===== src/rtl/key_event_queue.sv =====
// Keypad event queue: edge-detects presses, classifies them against operand context,
// limits digits per operand and buffers accepted events in a valid/ready FIFO.
module key_event_queue #(
    parameter int KEY_W      = 5,
    parameter int DEPTH      = 4,
    parameter int MAX_DIGITS = 4
) (
    input  logic                     clk,
    input  logic                     reset,
    input  logic                     validPress,
    input  logic [KEY_W-1:0]         button,
    output logic                     ev_valid,
    input  logic                     ev_ready,
    output logic [2:0]               ev_class,
    output logic [KEY_W-1:0]         ev_code,
    output logic [$clog2(DEPTH):0]   fifo_count,
    output logic                     drop
);

    localparam int PTR_W = (DEPTH > 1) ? $clog2(DEPTH) : 1;
    localparam int CNT_W = $clog2(MAX_DIGITS + 1);
    localparam int ENT_W = 3 + KEY_W;

    typedef enum logic [2:0] {
        START,
        NEG,
        IN_OP,
        AFTER_OP,
        RESULT
    } ctxState_t;

    typedef enum logic [2:0] {
        CLS_NONE     = 3'd0,
        CLS_NUMBER   = 3'd1,
        CLS_OPER     = 3'd2,
        CLS_NEGATIVE = 3'd3,
        CLS_EQUAL    = 3'd4,
        CLS_CLEAR    = 3'd5
    } evClass_t;

    ctxState_t               state, stateNext;
    logic [CNT_W-1:0]        digitCnt, digitCntNext;
    logic                    prevPress;
    logic                    press;

    logic [ENT_W-1:0]        mem [DEPTH];
    logic [PTR_W-1:0]        rdPtr, wrPtr;
    logic [$clog2(DEPTH):0]  count;

    logic                    isDigit, isMinus, isOp, isEqual, isClear;
    logic                    clearPress;
    logic                    legal;
    evClass_t                pushClass;
    ctxState_t               ctxNext;
    logic [CNT_W-1:0]        ctxCnt;
    logic                    full, pop, push, dropNext;

    assign press   = validPress & ~prevPress;
    assign isDigit = (button <= KEY_W'(9));
    assign isMinus = (button == KEY_W'(11));
    assign isOp    = (button == KEY_W'(10)) || (button == KEY_W'(12)) || (button == KEY_W'(13));
    assign isEqual = (button == KEY_W'(14));
    assign isClear = (button == KEY_W'(15));

    assign clearPress = press & isClear;
    assign ev_valid   = (count != '0);
    assign full       = (count == ($clog2(DEPTH)+1)'(DEPTH));
    assign pop        = ev_valid & ev_ready;

    // Context classification: decides whether a press is legal here and what it becomes.
    always_comb begin
        legal     = 1'b0;
        pushClass = CLS_NONE;
        ctxNext   = state;
        ctxCnt    = digitCnt;
        if (press && !isClear) begin
            if (isDigit) begin
                if (state == IN_OP) begin
                    if (digitCnt < CNT_W'(MAX_DIGITS)) begin
                        legal     = 1'b1;
                        pushClass = CLS_NUMBER;
                        ctxCnt    = digitCnt + CNT_W'(1);
                    end
                end else begin
                    legal     = 1'b1;
                    pushClass = CLS_NUMBER;
                    ctxNext   = IN_OP;
                    ctxCnt    = CNT_W'(1);
                end
            end else if (isMinus) begin
                case (state)
                    START, AFTER_OP: begin
                        legal     = 1'b1;
                        pushClass = CLS_NEGATIVE;
                        ctxNext   = NEG;
                        ctxCnt    = '0;
                    end
                    IN_OP, RESULT: begin
                        legal     = 1'b1;
                        pushClass = CLS_OPER;
                        ctxNext   = AFTER_OP;
                        ctxCnt    = '0;
                    end
                    default: ;
                endcase
            end else if (isOp) begin
                if (state == IN_OP || state == RESULT) begin
                    legal     = 1'b1;
                    pushClass = CLS_OPER;
                    ctxNext   = AFTER_OP;
                    ctxCnt    = '0;
                end
            end else if (isEqual) begin
                if (state == IN_OP) begin
                    legal     = 1'b1;
                    pushClass = CLS_EQUAL;
                    ctxNext   = RESULT;
                    ctxCnt    = '0;
                end
            end
        end
    end

    // A legal press still loses if the FIFO is full and nothing leaves this cycle.
    always_comb begin
        push         = legal & (~full | pop);
        dropNext     = press & ~isClear & ~push;
        stateNext    = state;
        digitCntNext = digitCnt;
        if (clearPress) begin
            stateNext    = START;
            digitCntNext = '0;
        end else if (push) begin
            stateNext    = ctxNext;
            digitCntNext = ctxCnt;
        end
    end

    always_ff @(posedge clk) begin
        if (reset) begin
            state    <= START;
            digitCnt <= '0;
        end else begin
            state    <= stateNext;
            digitCnt <= digitCntNext;
        end
    end

    always_ff @(posedge clk) begin
        if (reset) begin
            prevPress <= 1'b0;
            drop      <= 1'b0;
            rdPtr     <= '0;
            wrPtr     <= '0;
            count     <= '0;
        end else begin
            prevPress <= validPress;
            drop      <= dropNext;
            if (clearPress) begin
                rdPtr <= '0;
                wrPtr <= PTR_W'(1);
                count <= ($clog2(DEPTH)+1)'(1);
            end else begin
                if (push)
                    wrPtr <= wrPtr + PTR_W'(1);
                if (pop)
                    rdPtr <= rdPtr + PTR_W'(1);
                if (push && !pop)
                    count <= count + ($clog2(DEPTH)+1)'(1);
                else if (pop && !push)
                    count <= count - ($clog2(DEPTH)+1)'(1);
            end
        end
    end

    always_ff @(posedge clk) begin
        if (clearPress)
            mem[0] <= {CLS_CLEAR, button};
        else if (push)
            mem[wrPtr] <= {pushClass, button};
    end

    assign fifo_count = count;
    assign ev_class   = ev_valid ? mem[rdPtr][ENT_W-1:KEY_W] : 3'd0;
    assign ev_code    = ev_valid ? mem[rdPtr][KEY_W-1:0] : '0;

endmodule

===== config.mk =====
export PLATFORM = sky130hd
export DESIGN_NAME = key_event_queue
export DESIGN_NICKNAME = d
export VERILOG_FILES = /design/src/rtl/key_event_queue.sv
export SDC_FILE = /design/constraint.sdc
export NUM_CORES = 1
export LEC_CHECK = 0
export ABC_CLOCK_PERIOD_IN_PS = 5000
export CORE_MARGIN = 8
export CORE_UTILIZATION = 50
export CTS_CLUSTER_DIAMETER = 40
export DETAILED_ROUTE_END_ITERATION = 6
export PLACE_DENSITY = 0.7
export SETUP_SLACK_MARGIN = 0.3
export SYNTH_ARGS = -nofsm -noshare
export SYNTH_HDL_FRONTEND = slang
export SYNTH_SLANG_ARGS = --single-unit

===== constraint.sdc =====
create_clock -name clk -period 5 [get_ports clk]
set_input_delay 1.5 -clock clk [delete_from_list [all_inputs] [get_ports clk]]
set_output_delay 1.5 -clock clk [all_outputs]
set_load 0.02 [all_outputs]

* Word level (Yosys, flattened, before mapping)
Memory sizes are Yosys's and may differ from the RTL's. A register that Yosys moved wholly into a read port is not among the register bits.
Cells that the tools add are included.
** Word-level totals
- Bits in registers :: 15
- RAM bits :: 32
- Input port bits :: 9
- Output and inout bits :: 13
- Logic and storage cells :: 120
- Memories kept :: 1
** Memory list
- mem :: words 4, width 8, rd ports 1, clocked after Yosys merged registers in 1, write ports 1, RTL line 46 : logic [ENT_W-1:0] mem [DEPTH];
** Cells by class
- $add $sub $neg :: 5
- $lt $le $gt $ge :: 2
- Equal/unequal tests :: 15
- Mux-type cells :: 54
- Bitwise gates (word level) :: 11
- Reductions and logical operators :: 23
** Operators by type and width (number)
- two-way mux 3 bit :: 26
- == test 5 x 4 -> 1 bit (second input constant) :: 6
- two-way mux 1 bit :: 20
- AND reduction 7 bit :: 2
- two-way mux 2 bit :: 4
- two-way mux 8 bit :: 1
- nonzero test 4 bit :: 2
- OR reduction 8 bit :: 1
- adder 3 x 1 -> 3 bit (second input constant) :: 2
- bitwise AND 1 bit :: 6
- == test 3 x 2 -> 1 bit (second input constant) :: 2
- == test 3 bit (second input constant) :: 2
- one-hot mux 3 bit (2 select lines) :: 1
- nonzero test 3 bit :: 2
- OR reduction 2 bit :: 3
- <= comparator 5 x 4 -> 1 bit (second input constant) :: 1
- two-way mux 5 bit :: 1
- adder 2 x 1 -> 2 bit (second input constant) :: 2
- inequality test 4 x 2 -> 1 bit (second input constant) :: 1
- inequality test 4 x 3 -> 1 bit (second input constant) :: 1
- inverter 1 bit :: 4
- one-hot mux 2 bit (2 select lines) :: 1
- nonzero test 2 bit :: 2
- OR reduction 4 bit :: 1
- 10 further kinds :: 16

* Logic depth before layout (Yosys ltp)
Gate-level depths: netlist (run 1).
- Word-level depth :: 13
- Gate-level depth with buffers :: 13
- Mapped depth without buffers :: 12

* Worst setup path after synthesis (run 1)
No wires, ideal clock.
- Path kind :: in2reg
- From :: input port button[2]
- To :: register count[2] (netlist: fifo_count[2])
- Data arrival time :: 3468 ps
- Slack :: 1412 ps
- Cell stages on the path :: 13
- Cell sequence :: buf_6 and4b_1 a21oi_2 o211a_4 nand3_4 inv_6 ha_1 inv_1 fa_1 xor2_1 nor2_1 xnor2_1 nor2_1
** Between the ends
- Word-level cells in the longest chain between the ends :: 11
- Elaborated cells on any way between the ends :: 24
- Classes of those cells :: order compare (1); eq/ne (6); mux (6); bitwise (2); reduce/logical (9)
** Ends and longest elaborated chain
- start: declaration :: RTL line 11 : input logic [KEY_W-1:0] button,
- == test 5 x 4 -> 1 bit :: RTL line 61 : assign isOp = (button == KEY_W'(10)) || (button == KEY_W'(12)) || (button == KEY_W'(13));
- logical OR 1 bit (2 in series) :: RTL line 61
- two-way mux 1 bit :: RTL line 106 : end else if (isOp) begin
- two-way mux 1 bit :: RTL line 90 : end else if (isMinus) begin
- two-way mux 1 bit :: RTL line 77 : if (isDigit) begin
- two-way mux 1 bit (*) :: RTL line 76 : if (press && !isClear) begin
- bitwise AND 1 bit (*) :: RTL line 126 : push = legal & (~full | pop);
- via push :: RTL line 56 : logic full, pop, push, dropNext;
- logical NOT 1 bit :: RTL line 170 : else if (pop && !push)
- logical AND 1 bit :: RTL line 170
- nonzero test 2 bit (no line)
- end signal: assignment :: RTL line 162 : count <= ($clog2(DEPTH)+1)'(1);
- end signal: assignment :: RTL line 169 : count <= count + ($clog2(DEPTH)+1)'(1);
- end signal: assignment :: RTL line 171 : count <= count - ($clog2(DEPTH)+1)'(1);
- end: declaration :: RTL line 48 : logic [$clog2(DEPTH):0] count;
The timed path passes the listed nets; every way through them passes the cells marked *.
A chain may end at the register's enable or synchronous reset.

* Final worst setup path (run 1)
Ends and elaborated chain as after synthesis.

==> results.cfg, run 1 <==
[setup_path]
crit_type = primary input to register
reg2reg_from = state[1]$_SDFFE_PP0P_
crit_path_end_kind = register
max_stage_delay_ns = 0.64
crit_chain = clkdlybuf4s50_1 -> and4b_1 -> a21oi_2 -> o211a_4 -> nand3_4 -> inv_6 -> ha_1 -> inv_1 -> fa_1 -> xor2_1 -> nor2_1 -> xnor2_1 -> nor2_1
critPathTopFamily = buffers and inverters
crit_buf_inv = 3
timing.critical_path.mode_cell = nor2_1
slowest_stage = clkdlybuf4s50_1
crit_arrival_ns = 4.31
worstPathRequired_ns = 5.18
r2r_cells = 12
r2r_setup_slack_ns = 2.25
cp-start-kind = primary input
crit_fanout = 13
regToRegEndpoint = fifo_count[2]$_SDFFE_PP0P_

[sta]
rsz0062_at_grt = no
fmax_ghz = 0.2419
relSlewSlack_pct = 46.44
drv_slew = 0
setup_viol = 0
fin_skew_ns = 0.006902
layout_setup_ws_ns = 0.8667
tns_ns = 0
layout_worst_path_cycle_share_pct = 82.67
hold_viol = 0
final.min_clock_period_ns = 4.133
max_slew.worst_pin.slew_ns = 0.7934

[global_routing]
grt_pass1_vias = 1442
grt_pass1_wl_um = 7376
overflow = 0
track_usage_pct = 12.97
grt_max_degree = 16
antenna_found_initial = 0

[logic_synthesis]
synth_cells = 167
synthesis.nets = 180
ys_ff_latch = 49
async_reset_ff_share_pct = 0
synth_edf_count = 32
ys_seq_area_share_pct = 56.55
synth.avg_cell_area_um2 = 13.78
synth_cell_types = 50
syn-cell-area_um2 = 2301
ys.flop_type = edfxtp_1
yosysWarnings = 0

[clock_tree]
cts_max_path_buffers = 2
cts_max_level = 2
cts_tree = yes
root_buffer = clkbuf_8
path_clk_slew_ns = 0.08
cts_resized = 0
ctsHoldBuffers = 0
cts_inserted_buffers = 5
clk_latency_ns = 0.30
cts_setup_buffers = 0
cts_sinks = 49

[die]
io_pins = 22
die-height_um = 83.84
die_w_um = 83.84
fp-row-count = 24
die_area_um2 = 7028
core_um2 = 4384
initial_core_util_pct = 52.48

[placement]
gp_congestion = 0.9535
dpl.hpwl_um = 3327
dp_slack_ns = 0.5703
port_buffers = 21

[hold_path]
hold_depth = 2
worst_hold_startpoint = digitCnt[1]$_SDFFE_PP0P_
hp-class = register to register
hold_path_end = digitCnt[1]$_SDFFE_PP0P_

[layout]
multi_input_area_um2 = 937.1
area_growth_pct = 17.24
nNetsFinal = 206
final.fill_count = 340
diodes = 0
regArea_um2 = 1301
drive_above_1_share_pct = 17.01

[flow_run]
maxCapViolations = 0

[drt]
first_pass_iters = 4
via_per_inst = 5.825
wl_per_cell_um = 17.86
final_antenna_net_count = 0
route.detailed.drc = 0
drt_iter0_drc = 101
vias = 1433
wirelength_um = 4394

[power]
finalPower_mw = 1.160
powerDensity_nw_per_um2 = 429.9
p_leak_nw = 0.9378
vdd_drop_max_v = 0.0001773

[run_status]
status = finished clean
==> placed cells by master, fill, tap and decap left out, types with 2 or more instances in the layout <==
cell type,instances
a21oi_1,4
a31oi_1,2
and2_1,9
and3_2,3
buf_4,3
bufinv_16,2
clkbuf_8,5
clkdlybuf4s50_1,21
dfxtp_1,17
edfxtp_1,32
ha_1,3
inv_1,5
mux2i_1,6
mux4_2,8
nand2_1,11
nand2b_1,2
nand3_1,5
nor2_1,9
nor2b_1,5
nor3b_1,2
o2111ai_1,2
o21a_1,2
o31ai_1,2
xnor2_1,2
xor2_1,5
==> worst reg2reg max path, stage by stage, from the launching register on <==
cell and delay, ns:
dfxtp_1 0.45, nor3b_2 0.40, nand3_1 0.18, o2111ai_2 0.20
nand3_4 0.18, inv_6 0.12, ha_1 0.20, inv_1 0.07
fa_1 0.37, xor2_1 0.15, nor2_1 0.12, xnor2_1 0.13
nor2_1 0.06
==> cells in the mapped netlist (3+ instances only) <==
library cell	count	area, um^2
a21oi_1	4	20.02
and2_1	9	56.30
mux2i_1	6	60.06
and3_2	3	22.52
xor2_1	5	43.79
inv_1	5	18.77
nor2b_1	5	31.28
nand3_1	5	25.02
nor2_1	9	33.78
edfxtp_1	32	960.9
mux4_2	8	180.2
dfxtp_1	17	340.3
ha_1	3	37.54
nand2_1	11	41.29
==> layout make-up <==
| cell class | instances | share of cell area, % |
|---|---|---|
| inverters | 6 | 1.020 |
| clock inverters | 3 | 2.412 |
| multi-input cells | 107 | 34.74 |
| repair buffers | 24 | 8.627 |
| clock buffers | 5 | 2.551 |
| well taps | 52 | 2.412 |
| flip-flops and latches | 49 | 48.24 |
==> through the flow <==
step | hold WS (ns) | instance area (um^2) | util [%] | instances
6_report | 0.4856 | 2698 | 61.53 | 246
3_3_place_gp | 0.4665 | 2564 | 58.48 | 238
2_1_floorplan | 0.4385 | 2301 | - | 167
4_1_cts | 0.4834 | 2698 | 61.53 | 246
5_1_grt | 0.5149 | 2698 | 61.53 | 246
3_5_place_dp | 0.4709 | 2564 | 58.48 | 238
==> where the power goes <==
group / total (mW) / leakage, nW / switching, mW / internal, mW
combinational: 0.343 / 0.440 / 0.165 / 0.178
sequential: 0.494 / 0.430 / 0.0386 / 0.455
clock: 0.323 / 0.0681 / 0.125 / 0.199
total: 1.16 / 0.938 / 0.328 / 0.831
==> state kept, by name, indices dropped and copies added, names as in the netlist, named ones only <==
signal	cells
digitCnt	3
drop	1
fifo_count	3
mem	32
prevPress	1
rdPtr	2
state	3
wrPtr	2
==> worst max-delay path by stage <==
| stage | from | endpoint | slack, ns | depth (start not counted) |
|---|---|---|---|---|
| floorplan | button[2] | fifo_count[2]$_SDFFE_PP0P_ | 1.41 | 13 |
| detailed placement | button[2] | fifo_count[2]$_SDFFE_PP0P_ | 0.57 | 13 |
| global placement | button[4] | fifo_count[2]$_SDFFE_PP0P_ | 0.73 | 13 |
| global route | button[2] | fifo_count[2]$_SDFFE_PP0P_ | 0.72 | 13 |
| CTS | button[2] | fifo_count[2]$_SDFFE_PP0P_ | 0.88 | 13 |
| finish | button[2] | fifo_count[2]$_SDFFE_PP0P_ | 0.87 | 13 |
==> metal layers <==
| layer | up-vias | wire length, um | GRT usage (%) |
|---|---|---|---|
| met5 | - | 0 | 0 |
| met1 | 709 | 1978 | 15.96 |
| li1 | 682 | - | - |
| met3 | 8 | 176 | 3.125 |
| met2 | 34 | 2175 | 21.54 |
| met4 | 0 | 64 | 4.396 |
==> kinds of logic (layout without fill, tap and decap cells) <==
| logic type | Yosys count | in the layout | share of synthesized area, % |
|---|---|---|---|
| muxes | 14 | 14 | 10.44 |
| buffers and inverters | 11 | 38 | 2.719 |
| adders and majority gates | 4 | 4 | 2.502 |
| AOI/OAI and AO/OA | 24 | 24 | 9.462 |
| xor gates and xnor gates | 7 | 7 | 2.665 |
| and+or+nand+nor | 58 | 58 | 15.66 |
| DFF | 49 | 49 | 56.55 |
Note: power is estimated with default switching activity, not from simulation.
==> inputs of run 2 (changes only) <==
--- a/config.mk
+++ b/config.mk
@@ -5,7 +5,7 @@
 export SDC_FILE = /design/constraint.sdc
 export NUM_CORES = 1
 export LEC_CHECK = 0
-export ABC_CLOCK_PERIOD_IN_PS = 5000
+export ABC_CLOCK_PERIOD_IN_PS = 4130
 export CORE_MARGIN = 8
 export CORE_UTILIZATION = 50
 export CTS_CLUSTER_DIAMETER = 40
==> constraint.sdc (replaced) <==
create_clock -name clk -period 4.13 [get_ports clk]
set_input_delay 1.239 -clock clk [delete_from_list [all_inputs] [get_ports clk]]
set_output_delay 1.239 -clock clk [all_outputs]
set_load 0.02 [all_outputs]
==> results.cfg, run 2 (synthesis gave the netlist of run 1 again) <==
[run_status]
status = finished clean

[layout]
final_area_um2 = 2685
area_growth_pct = 16.69
drive_above_1_share_pct = 18.78
nNetsFinal = 209
diodes = 0
final_cell_mix = edfxtp_1 (32), clkdlybuf4s50_1 (18), dfxtp_1 (17)
regMostFlops = mem
layout_commonest_cell = edfxtp_1
largest_register_ffs = 32

[clock_tree]
cts_max_path_buffers = 2
cts_tree = yes
cts_sinks = 49
clk_latency_ns = 0.30
cts_max_level = 2
root_buffer = clkbuf_8
path_clk_slew_ns = 0.08
cts_setup_buffers = 0
cts_inserted_buffers = 5

[power]
p_comb_share_pct = 32.7
p_sw_uw = 389.9
p_sw_share_pct = 30.53
power.share.clock_pct = 20.5
powerDensity_nw_per_um2 = 475.7
p_int_uw = 887.5
vdd_drop_max_v = 0.0001975
power.share.sequential_pct = 46.8
p_leak_nw = 0.9557

[sta]
hold_viol = 0
rsz0062_at_grt = no
fin_skew_ns = 0.005556
drv_slew = 0
max_slew.worst_pin.slew_ns = 0.7606
fmax_ghz = 0.2725
whs_ns = 0.4719
relSlewSlack_pct = 48.65
tns_ns = 0
layout_worst_path_cycle_share_pct = 88.86
final.min_clock_period_ns = 3.670
setup_viol = 0

[die]
die_area_um2 = 7028
initial_core_util_pct = 52.48
io_pins = 22
die-height_um = 83.84
die_w_um = 83.84
fp-row-count = 24
core_um2 = 4384

[setup_path]
crit_path_end_kind = register
critPathTopFamily = buffers and inverters
r2r_setup_slack_ns = 1.39
crit_buf_inv = 3
cp-start-kind = primary input
crit_chain = clkdlybuf4s50_1 -> and4b_1 -> a21oi_2 -> o211a_4 -> nand3_4 -> inv_6 -> ha_2 -> inv_1 -> fa_1 -> xor2_1 -> nor2_1 -> xnor2_1 -> nor2_1
worstPathRequired_ns = 4.31
timing.critical_path.mode_cell = nor2_1
max_stage_delay_ns = 0.51
reg2reg_from = state[1]$_SDFFE_PP0P_
slowest_stage = clkdlybuf4s50_1
crit_arrival_ns = 3.85
critPathLaunch = button[3]
crit_type = primary input to register
crit_fanout = 6

[drt]
first_pass_iters = 4
final_antenna_net_count = 0
via_per_inst = 5.755
drt_iter0_drc = 101
wirelength_um = 4551
wl_per_cell_um = 18.28
route.detailed.drc = 0
vias = 1433

[global_routing]
grt_pass1_wl_um = 7534
grt_pass1_vias = 1467
antenna_found_initial = 0
grt_max_degree = 15
track_usage_pct = 13.52
overflow = 0

[hold_path]
hp-class = register to register
worst_hold_startpoint = digitCnt[1]$_SDFFE_PP0P_

[placement]
dpl_cell_area_um2 = 2586
gp_congestion = 0.9010
port_buffers = 21
dpl.hpwl_um = 3369

[flow_run]
maxCapViolations = 0
-- run 2: area by class of cell --
cell class | instances | area [um^2]
inverters | 6 | 27.53
clock inverters | 1 | 5.005
flip-flops and latches | 49 | 1301
well taps | 52 | 65.06
repair buffers | 27 | 262.8
multi-input cells | 107 | 947.2
fillers | 338 | 1699
clock buffers | 7 | 76.32
-- run 2: worst min-delay path: cells and delay by family (launching register included) --
kind	cells	cell delay, ns
flops	1	0.32
simple gates	1	0.05
mux	1	0.06
-- run 2: final timing paths --
kind,cells past startpoint,endpoint
worst max-delay path,13,fifo_count[2]$_SDFFE_PP0P_
worst min-delay path,2,digitCnt[1]$_SDFFE_PP0P_
worst max register to register,12,fifo_count[2]$_SDFFE_PP0P_
worst min register to register,2,digitCnt[1]$_SDFFE_PP0P_
-- run 2: repair_timing --
item | CTS | global route
gates resized for setup | 0 | 6
endpoints found under the setup margin | 0 | 1
hold buffers | 0 | 0
-- run 2: power by group through the flow --
stage               logic, mW  clock network (mW)  registers [mW]
detailed placement      0.425                   0           0.611
global placement        0.417                   0           0.608
global route            0.450               0.293           0.608
finish                  0.417               0.262           0.598
CTS                     0.427               0.273           0.600
floorplan               0.273                   0           0.594
-- run 2: per-layer routing --
layer,share of wire [%],vias to the layer above,track usage (%)
li1,-,694,-
met1,43,694,16.25
met2,49,38,22.25
met3,5.3,7,4.199
met4,2.0,0,4.553
met5,0,-,0
-- run 2: through the flow --
stage | std cells | setup WS (ns) | util, % | total power, mW
6_report | 249 | 0.4603 | 61.24 | 1.277
5_1_grt | 249 | 0.3157 | 61.24 | 1.350
4_1_cts | 249 | 0.3018 | 60.84 | 1.300
3_5_place_dp | 241 | -0.01021 | 58.99 | 1.036
3_3_place_gp | 241 | 0.1335 | 58.99 | 1.025
2_1_floorplan | 167 | 0.8034 | - | 0.8671
